`src/rtl/pong_pkg.sv`:
```
// Shared types and helpers for the pong score sequencer: FSM states,
// 2-digit BCD score type and BCD arithmetic.
package pong_pkg;

  typedef enum logic [1:0] {
    PLAY       = 2'd0,
    POINT_HOLD = 2'd1,
    GAME_OVER  = 2'd2
  } state_t;

  typedef struct packed {
    logic [3:0] tens;
    logic [3:0] ones;
  } bcd2_t;

  localparam logic SIDE_LEFT  = 1'b0;
  localparam logic SIDE_RIGHT = 1'b1;

  function automatic bcd2_t bcd2_inc(input bcd2_t v);
    bcd2_t r;
    if (v.ones == 4'd9) begin
      r.ones = 4'd0;
      r.tens = (v.tens == 4'd9) ? 4'd0 : v.tens + 4'd1;
    end else begin
      r.ones = v.ones + 4'd1;
      r.tens = v.tens;
    end
    return r;
  endfunction

  // Binary to BCD pair; used only on elaboration-time constants.
  function automatic bcd2_t to_bcd2(input int unsigned v);
    bcd2_t r;
    r.tens = 4'((v / 32'd10) % 32'd10);
    r.ones = 4'(v % 32'd10);
    return r;
  endfunction

endpackage

```
`src/rtl/bcd2_counter.sv`:
```
// Two-digit BCD score register with increment, clear and a flag telling
// whether the next increment lands on the MATCH constant.
module bcd2_counter
  import pong_pkg::*;
#(
  parameter int unsigned MATCH = 11
) (
  input  logic  clk,
  input  logic  rst,
  input  logic  clr,
  input  logic  inc,
  output bcd2_t value,
  output logic  match
);

  localparam bcd2_t MATCH_BCD = to_bcd2(MATCH);

  bcd2_t value_r;

  // Score register: reset/clear to 00, otherwise BCD increment on request.
  always_ff @(posedge clk) begin
    if (rst || clr) begin
      value_r <= bcd2_t'(8'h00);
    end else if (inc) begin
      value_r <= bcd2_inc(value_r);
    end
  end

  assign value = value_r;
  assign match = (bcd2_inc(value_r) == MATCH_BCD);

endmodule

```
`src/rtl/score_display_sequencer.sv`:
```
// Pong score sequencer: per-player BCD scores, post-point serve hold,
// game-over detection and winner blinking on the 4-digit display.
module score_display_sequencer
  import pong_pkg::*;
#(
  parameter int unsigned WIN_SCORE    = 11,
  parameter int unsigned HOLD_CYCLES  = 50_000_000,
  parameter int unsigned BLINK_CYCLES = 12_500_000
) (
  input  logic       clk,
  input  logic       rst,
  input  logic       point_l,
  input  logic       point_r,
  input  logic       new_game,
  output logic [3:0] num3,
  output logic [3:0] num2,
  output logic [3:0] num1,
  output logic [3:0] num0,
  output logic [3:0] blank,
  output logic       serve_ready,
  output logic       game_over,
  output logic       winner
);

  localparam int unsigned HOLD_W  = (HOLD_CYCLES > 32'd1) ? $clog2(HOLD_CYCLES) : 1;
  localparam int unsigned BLINK_W = (BLINK_CYCLES > 32'd1) ? $clog2(BLINK_CYCLES) : 1;

  localparam logic [HOLD_W-1:0]  HOLD_LOAD  = HOLD_W'(HOLD_CYCLES - 32'd1);
  localparam logic [HOLD_W-1:0]  HOLD_ZERO  = HOLD_W'(32'd0);
  localparam logic [HOLD_W-1:0]  HOLD_ONE   = HOLD_W'(32'd1);
  localparam logic [BLINK_W-1:0] BLINK_LOAD = BLINK_W'(BLINK_CYCLES - 32'd1);
  localparam logic [BLINK_W-1:0] BLINK_ZERO = BLINK_W'(32'd0);
  localparam logic [BLINK_W-1:0] BLINK_ONE  = BLINK_W'(32'd1);

  state_t             state_r, state_s;
  logic [HOLD_W-1:0]  hold_cnt_r, hold_cnt_s;
  logic [BLINK_W-1:0] blink_cnt_r, blink_cnt_s;
  logic               dark_r, dark_s;
  logic               winner_r, winner_s;
  logic               serve_ready_r, serve_ready_s;
  logic               game_over_r, game_over_s;
  logic [3:0]         blank_r, blank_s;
  logic               inc_l_s, inc_r_s, clr_s;
  logic               match_l_s, match_r_s;
  bcd2_t              score_l_s, score_r_s;

  bcd2_counter #(.MATCH(WIN_SCORE)) u_score_l (
    .clk   (clk),
    .rst   (rst),
    .clr   (clr_s),
    .inc   (inc_l_s),
    .value (score_l_s),
    .match (match_l_s)
  );

  bcd2_counter #(.MATCH(WIN_SCORE)) u_score_r (
    .clk   (clk),
    .rst   (rst),
    .clr   (clr_s),
    .inc   (inc_r_s),
    .value (score_r_s),
    .match (match_r_s)
  );

  // Next-state, counter and registered-output decode; outputs follow the next state.
  always_comb begin
    state_s     = state_r;
    hold_cnt_s  = hold_cnt_r;
    blink_cnt_s = blink_cnt_r;
    dark_s      = dark_r;
    winner_s    = winner_r;
    inc_l_s     = 1'b0;
    inc_r_s     = 1'b0;
    clr_s       = 1'b0;
    blank_s     = 4'b0000;
    if (new_game) begin
      clr_s       = 1'b1;
      state_s     = PLAY;
      hold_cnt_s  = HOLD_ZERO;
      blink_cnt_s = BLINK_ZERO;
      dark_s      = 1'b0;
      winner_s    = SIDE_LEFT;
    end else begin
      case (state_r)
        PLAY: begin
          // Left has priority; a simultaneous right point is dropped.
          if (point_l) begin
            inc_l_s = 1'b1;
            if (match_l_s) begin
              state_s     = GAME_OVER;
              winner_s    = SIDE_LEFT;
              blink_cnt_s = BLINK_LOAD;
              dark_s      = 1'b0;
            end else begin
              state_s    = POINT_HOLD;
              hold_cnt_s = HOLD_LOAD;
            end
          end else if (point_r) begin
            inc_r_s = 1'b1;
            if (match_r_s) begin
              state_s     = GAME_OVER;
              winner_s    = SIDE_RIGHT;
              blink_cnt_s = BLINK_LOAD;
              dark_s      = 1'b0;
            end else begin
              state_s    = POINT_HOLD;
              hold_cnt_s = HOLD_LOAD;
            end
          end else begin
            state_s = PLAY;
          end
        end
        POINT_HOLD: begin
          if (hold_cnt_r == HOLD_ZERO) begin
            state_s = PLAY;
          end else begin
            hold_cnt_s = hold_cnt_r - HOLD_ONE;
          end
        end
        GAME_OVER: begin
          if (blink_cnt_r == BLINK_ZERO) begin
            dark_s      = ~dark_r;
            blink_cnt_s = BLINK_LOAD;
          end else begin
            blink_cnt_s = blink_cnt_r - BLINK_ONE;
          end
        end
        default: begin
          state_s = PLAY;
        end
      endcase
    end
    serve_ready_s = (state_s == PLAY);
    game_over_s   = (state_s == GAME_OVER);
    if (game_over_s && dark_s) begin
      blank_s = (winner_s == SIDE_RIGHT) ? 4'b0011 : 4'b1100;
    end else begin
      blank_s = 4'b0000;
    end
  end

  // State, counters and output registers.
  always_ff @(posedge clk) begin
    if (rst) begin
      state_r       <= PLAY;
      hold_cnt_r    <= HOLD_ZERO;
      blink_cnt_r   <= BLINK_ZERO;
      dark_r        <= 1'b0;
      winner_r      <= SIDE_LEFT;
      serve_ready_r <= 1'b1;
      game_over_r   <= 1'b0;
      blank_r       <= 4'b0000;
    end else begin
      state_r       <= state_s;
      hold_cnt_r    <= hold_cnt_s;
      blink_cnt_r   <= blink_cnt_s;
      dark_r        <= dark_s;
      winner_r      <= winner_s;
      serve_ready_r <= serve_ready_s;
      game_over_r   <= game_over_s;
      blank_r       <= blank_s;
    end
  end

  assign num3        = score_l_s.tens;
  assign num2        = score_l_s.ones;
  assign num1        = score_r_s.tens;
  assign num0        = score_r_s.ones;
  assign blank       = blank_r;
  assign serve_ready = serve_ready_r;
  assign game_over   = game_over_r;
  assign winner      = winner_r;

endmodule

```
`config.mk`:
```
export PLATFORM = sky130hd
export DESIGN_NAME = score_display_sequencer
export DESIGN_NICKNAME = d
export VERILOG_FILES = /design/src/rtl/pong_pkg.sv /design/src/rtl/bcd2_counter.sv /design/src/rtl/score_display_sequencer.sv
export SDC_FILE = /design/constraint.sdc
export NUM_CORES = 1
export LEC_CHECK = 0
export BUFFER_PORTS_ARGS = -buffer_cell sky130_fd_sc_hd__buf_2
export CAP_MARGIN = 0
export CORE_MARGIN = 2
export CORE_UTILIZATION = 52
export DETAILED_ROUTE_END_ITERATION = 6
export GPL_TIMING_DRIVEN = 1
export PLACE_DENSITY = 0.72
export SLEW_MARGIN = 20
export SYNTH_ARGS = -nofsm -noshare
export SYNTH_HDL_FRONTEND = slang
export SYNTH_SLANG_ARGS = --single-unit
```
`constraint.sdc`:
```
create_clock -name clk -period 2.25 [get_ports clk]
set_input_delay 0.225 -clock clk [delete_from_list [all_inputs] [get_ports clk]]
set_output_delay 0.225 -clock clk [all_outputs]
set_load 0.02 [all_outputs]
```
==> run summary <==
cell count after synthesis - 457
count of nets after finishing - 533
Avg Cell Area, Syn - 8.28 µm²
CTS H-tree depth - 3
Yosys cell types - 59
global placement routability congestion - 0.847
Fillers - 645
maximum fanout encountered on the critical timing path - 4
first-pass GRT wire length - 14.7 mm
Avg WL per Cell - 14.6 µm
vias in the first global route - 3321
maxcap violations - 0
ratio of total power to cell area - 681 nW/µm²
sum of overflow across all layers after global routing - 0
Total Neg Setup Slack - -46.1 ps
post-route worst hold slack - 51.4 ps
fraction of final layout cells sized beyond drive strength 1 - 22.3%
Clock Root Buffer - sky130_fd_sc_hd__clkbuf_8
Final Hold Viols - 0
final design area excluding fillers - 4640 µm²
Clock Pin Slew Worst Setup and Hold Paths - 80 ps
Synth Register Bits - 74
CTS sink cnt - 74
Area growth syn-to-layout - 22.7%
critical path launch point type - flip-flop
prevailing post-synth register cell - sky130_fd_sc_hd__dfxtp_1
final antenna diode count - 0
ANT nets after route - 0
arrival time worst endpoint - 2540 ps
first-iteration detailed-routing DRC count - 180
Max Clk Rate - 436 MHz
final cycle utilization of the critical path - 102%
post-detailed-route via-to-cell ratio - 5.82
Ys Warns - 0
part of the Yosys area used for sequential elements - 39.1%
Pins Over Slew Limit - 0
fraction of synthesis flops using an asynchronous set or reset pin - 0%
post-synth design cell area - 3780 µm²
setup repair after global routing missed its margin - yes
type of the worst setup path - flip-flop to flip-flop
final number of setup-violating endpoints - 1
Synth Net Count - 465
required time of the critical path - 2490 ps
worst slew margin relative to its limit - 53.9%
die boundary height - 89.3 µm
drt total wl - 9.19 mm
violated checks - negative setup slack
detailed-route via count - 3661
# IOs - 28
path type of the worst min-delay path - input port to flip-flop
starting utilization of the core area - 53.0%
Worst Skew - 10.6 ps
Critical Path Sink Type - flip-flop
post-layout min period - 2300 ps
DR pass1 iterations - 4
die span in x - 89.3 µm
antenna violations before repair - 0
Worst IR Drop VDD - 0.431 mV
Design Power - 3160 µW
Die Footprint - 7980 µm²
row count - 31
sum of net half-perimeters after detailed placement - 6.23 mm
GR Util All Layers - 23.6%
static leakage - 0.00182 µW
area of the core region - 7140 µm²
hold buffers post-CTS - 0
maximum clock insertion buffer count - 2
outcome - complete, but fails checks
CTS Buf Count - 9
post-route DRC violation count - 0
instance area after placement - 4350 µm²
actual transition at the worst max-transition pin - 674 ps
largest net degree at the start of global routing - 28
number of flops mapped to enable cells by yosys - 0
final setup margin - -46.1 ps
buffers added on ports - 27
clock tree from TritonCTS - done
clock network latency to the later pin of the worst-skew pair - 360 ps
## Yosys cell counts (3+ instances only)
library cell	n	area share, %
sky130_fd_sc_hd__a211o_1	4	0.93
sky130_fd_sc_hd__a211oi_1	9	1.8
sky130_fd_sc_hd__a21oi_1	33	4.4
sky130_fd_sc_hd__a221oi_1	3	0.69
sky130_fd_sc_hd__a311oi_1	4	0.93
sky130_fd_sc_hd__a31oi_1	5	0.83
sky130_fd_sc_hd__and2_1	3	0.50
sky130_fd_sc_hd__and3_1	8	1.3
sky130_fd_sc_hd__buf_4	3	0.59
sky130_fd_sc_hd__clkbuf_1	17	1.7
sky130_fd_sc_hd__dfxtp_1	74	39
sky130_fd_sc_hd__ha_1	3	0.99
sky130_fd_sc_hd__inv_1	12	1.2
sky130_fd_sc_hd__nand2_1	30	3.0
sky130_fd_sc_hd__nand2b_1	5	0.83
sky130_fd_sc_hd__nand3_1	12	1.6
sky130_fd_sc_hd__nand4_1	8	1.3
sky130_fd_sc_hd__nor2_1	38	3.8
sky130_fd_sc_hd__nor2b_1	9	1.5
sky130_fd_sc_hd__nor3_1	33	4.4
sky130_fd_sc_hd__nor3b_1	3	0.59
sky130_fd_sc_hd__nor4_1	9	1.5
sky130_fd_sc_hd__nor4b_1	8	1.9
sky130_fd_sc_hd__o211ai_1	4	0.79
sky130_fd_sc_hd__o21ai_0	27	3.6
sky130_fd_sc_hd__or2_2	5	0.83
sky130_fd_sc_hd__or3_1	11	1.8
sky130_fd_sc_hd__or4_1	10	2.0
sky130_fd_sc_hd__xnor2_1	19	4.4
sky130_fd_sc_hd__xor2_1	9	2.1
## stage by stage
| stage | utilization, % | worst slack, ps | instances |
|---|---|---|---|
| 4_1_cts | 64.2 | 6.26 | 626 |
| 2_1_floorplan | - | -6.59 | 457 |
| 6_report | 65.1 | -46.1 | 629 |
| 3_5_place_dp | 60.9 | -12.4 | 610 |
| 5_1_grt | 65.1 | -112 | 629 |
| 3_3_place_gp | 60.9 | -6.22 | 610 |
## cell usage in the layout, fill, tap and decap left out, drive strengths merged, types with 5 or more instances in the layout
cell type,n
buf,80
dfxtp,74
nor2,38
nor3,33
a21oi,33
nand2,30
o21ai,27
xnor2,19
nand3,12
inv,12
or4,12
clkbuf,11
or3,11
nor4,10
nor2b,9
xor2,9
a211oi,9
and3,8
nand4,8
nor4b,8
or2,6
a2111oi,6
a31oi,5
nand2b,5
## power by group
group,internal (µW),switching (µW),total [µW]
clock network,651,500,1150
logic,276,343,619
registers,1350,37.9,1390
total,2280,881,3160
## sequential cells by signal (all words and copies together) (netlist names)
signal / flops
dark_r: 1
blink_cnt_r: 24
game_over: 1
blank: 2
serve_ready: 1
winner: 1
hold_cnt_r: 26
u_score_r.value: 8
u_score_l.value: 8
state_r: 2
## critical path, cell delays in order (launching register included)
cell	delay, ps
sky130_fd_sc_hd__dfxtp_1	330
sky130_fd_sc_hd__or4_4	540
sky130_fd_sc_hd__buf_4	170
sky130_fd_sc_hd__or2_2	290
sky130_fd_sc_hd__a2111oi_0	610
sky130_fd_sc_hd__xnor2_1	190
sky130_fd_sc_hd__nor2_1	50
## worst paths after layout
kind	startpoint	endpoint	slack, ps	cells after the start
hold reg to reg	blink_cnt_r[19]	blink_cnt_r[19]	480	2
setup reg to reg	hold_cnt_r[8]	hold_cnt_r[11]	-50	6
setup / recovery	hold_cnt_r[8]	hold_cnt_r[11]	-50	6
hold / removal	rst	winner	50	2
## metal layers
layer / vias up / share of wire (%) / track usage [%]
met5: - / 0 / 0
met1: 1730 / 47 / 29.9
met2: 63 / 48 / 39.5
li1: 1844 / - / -
met3: 24 / 3.0 / 3.51
met4: 0 / 2.4 / 10.9
## layout make-up
class / instances / area (µm²) / area share, %
clock buffers: 11 / 141 / 3.05
well taps: 99 / 124 / 2.67
multi-input cells: 347 / 2220 / 47.8
clock inverters: 5 / 77.6 / 1.67
repair buffers: 81 / 557 / 12.0
flip-flops and latches: 74 / 1480 / 31.9
inverters: 12 / 45.0 / 0.970
## cell families after synthesis
family                   synth area share [%]
multiplexers                            0.264
buffers and inverters                    4.13
AND/OR/NAND/NOR                          29.2
flip-flops                               39.1
AO/OA/AOI/OAI                            19.8
XOR/XNOR                                 6.48
adder cells (fa/ha/maj)                 0.992
## timing repair
action	CTS	global route
pin swaps	0	3
gates cloned	0	1
resized for setup	3	7
setup endpoints to repair	5	24
buffers inserted	0	2
Note: power is estimated with default switching activity, not from simulation.
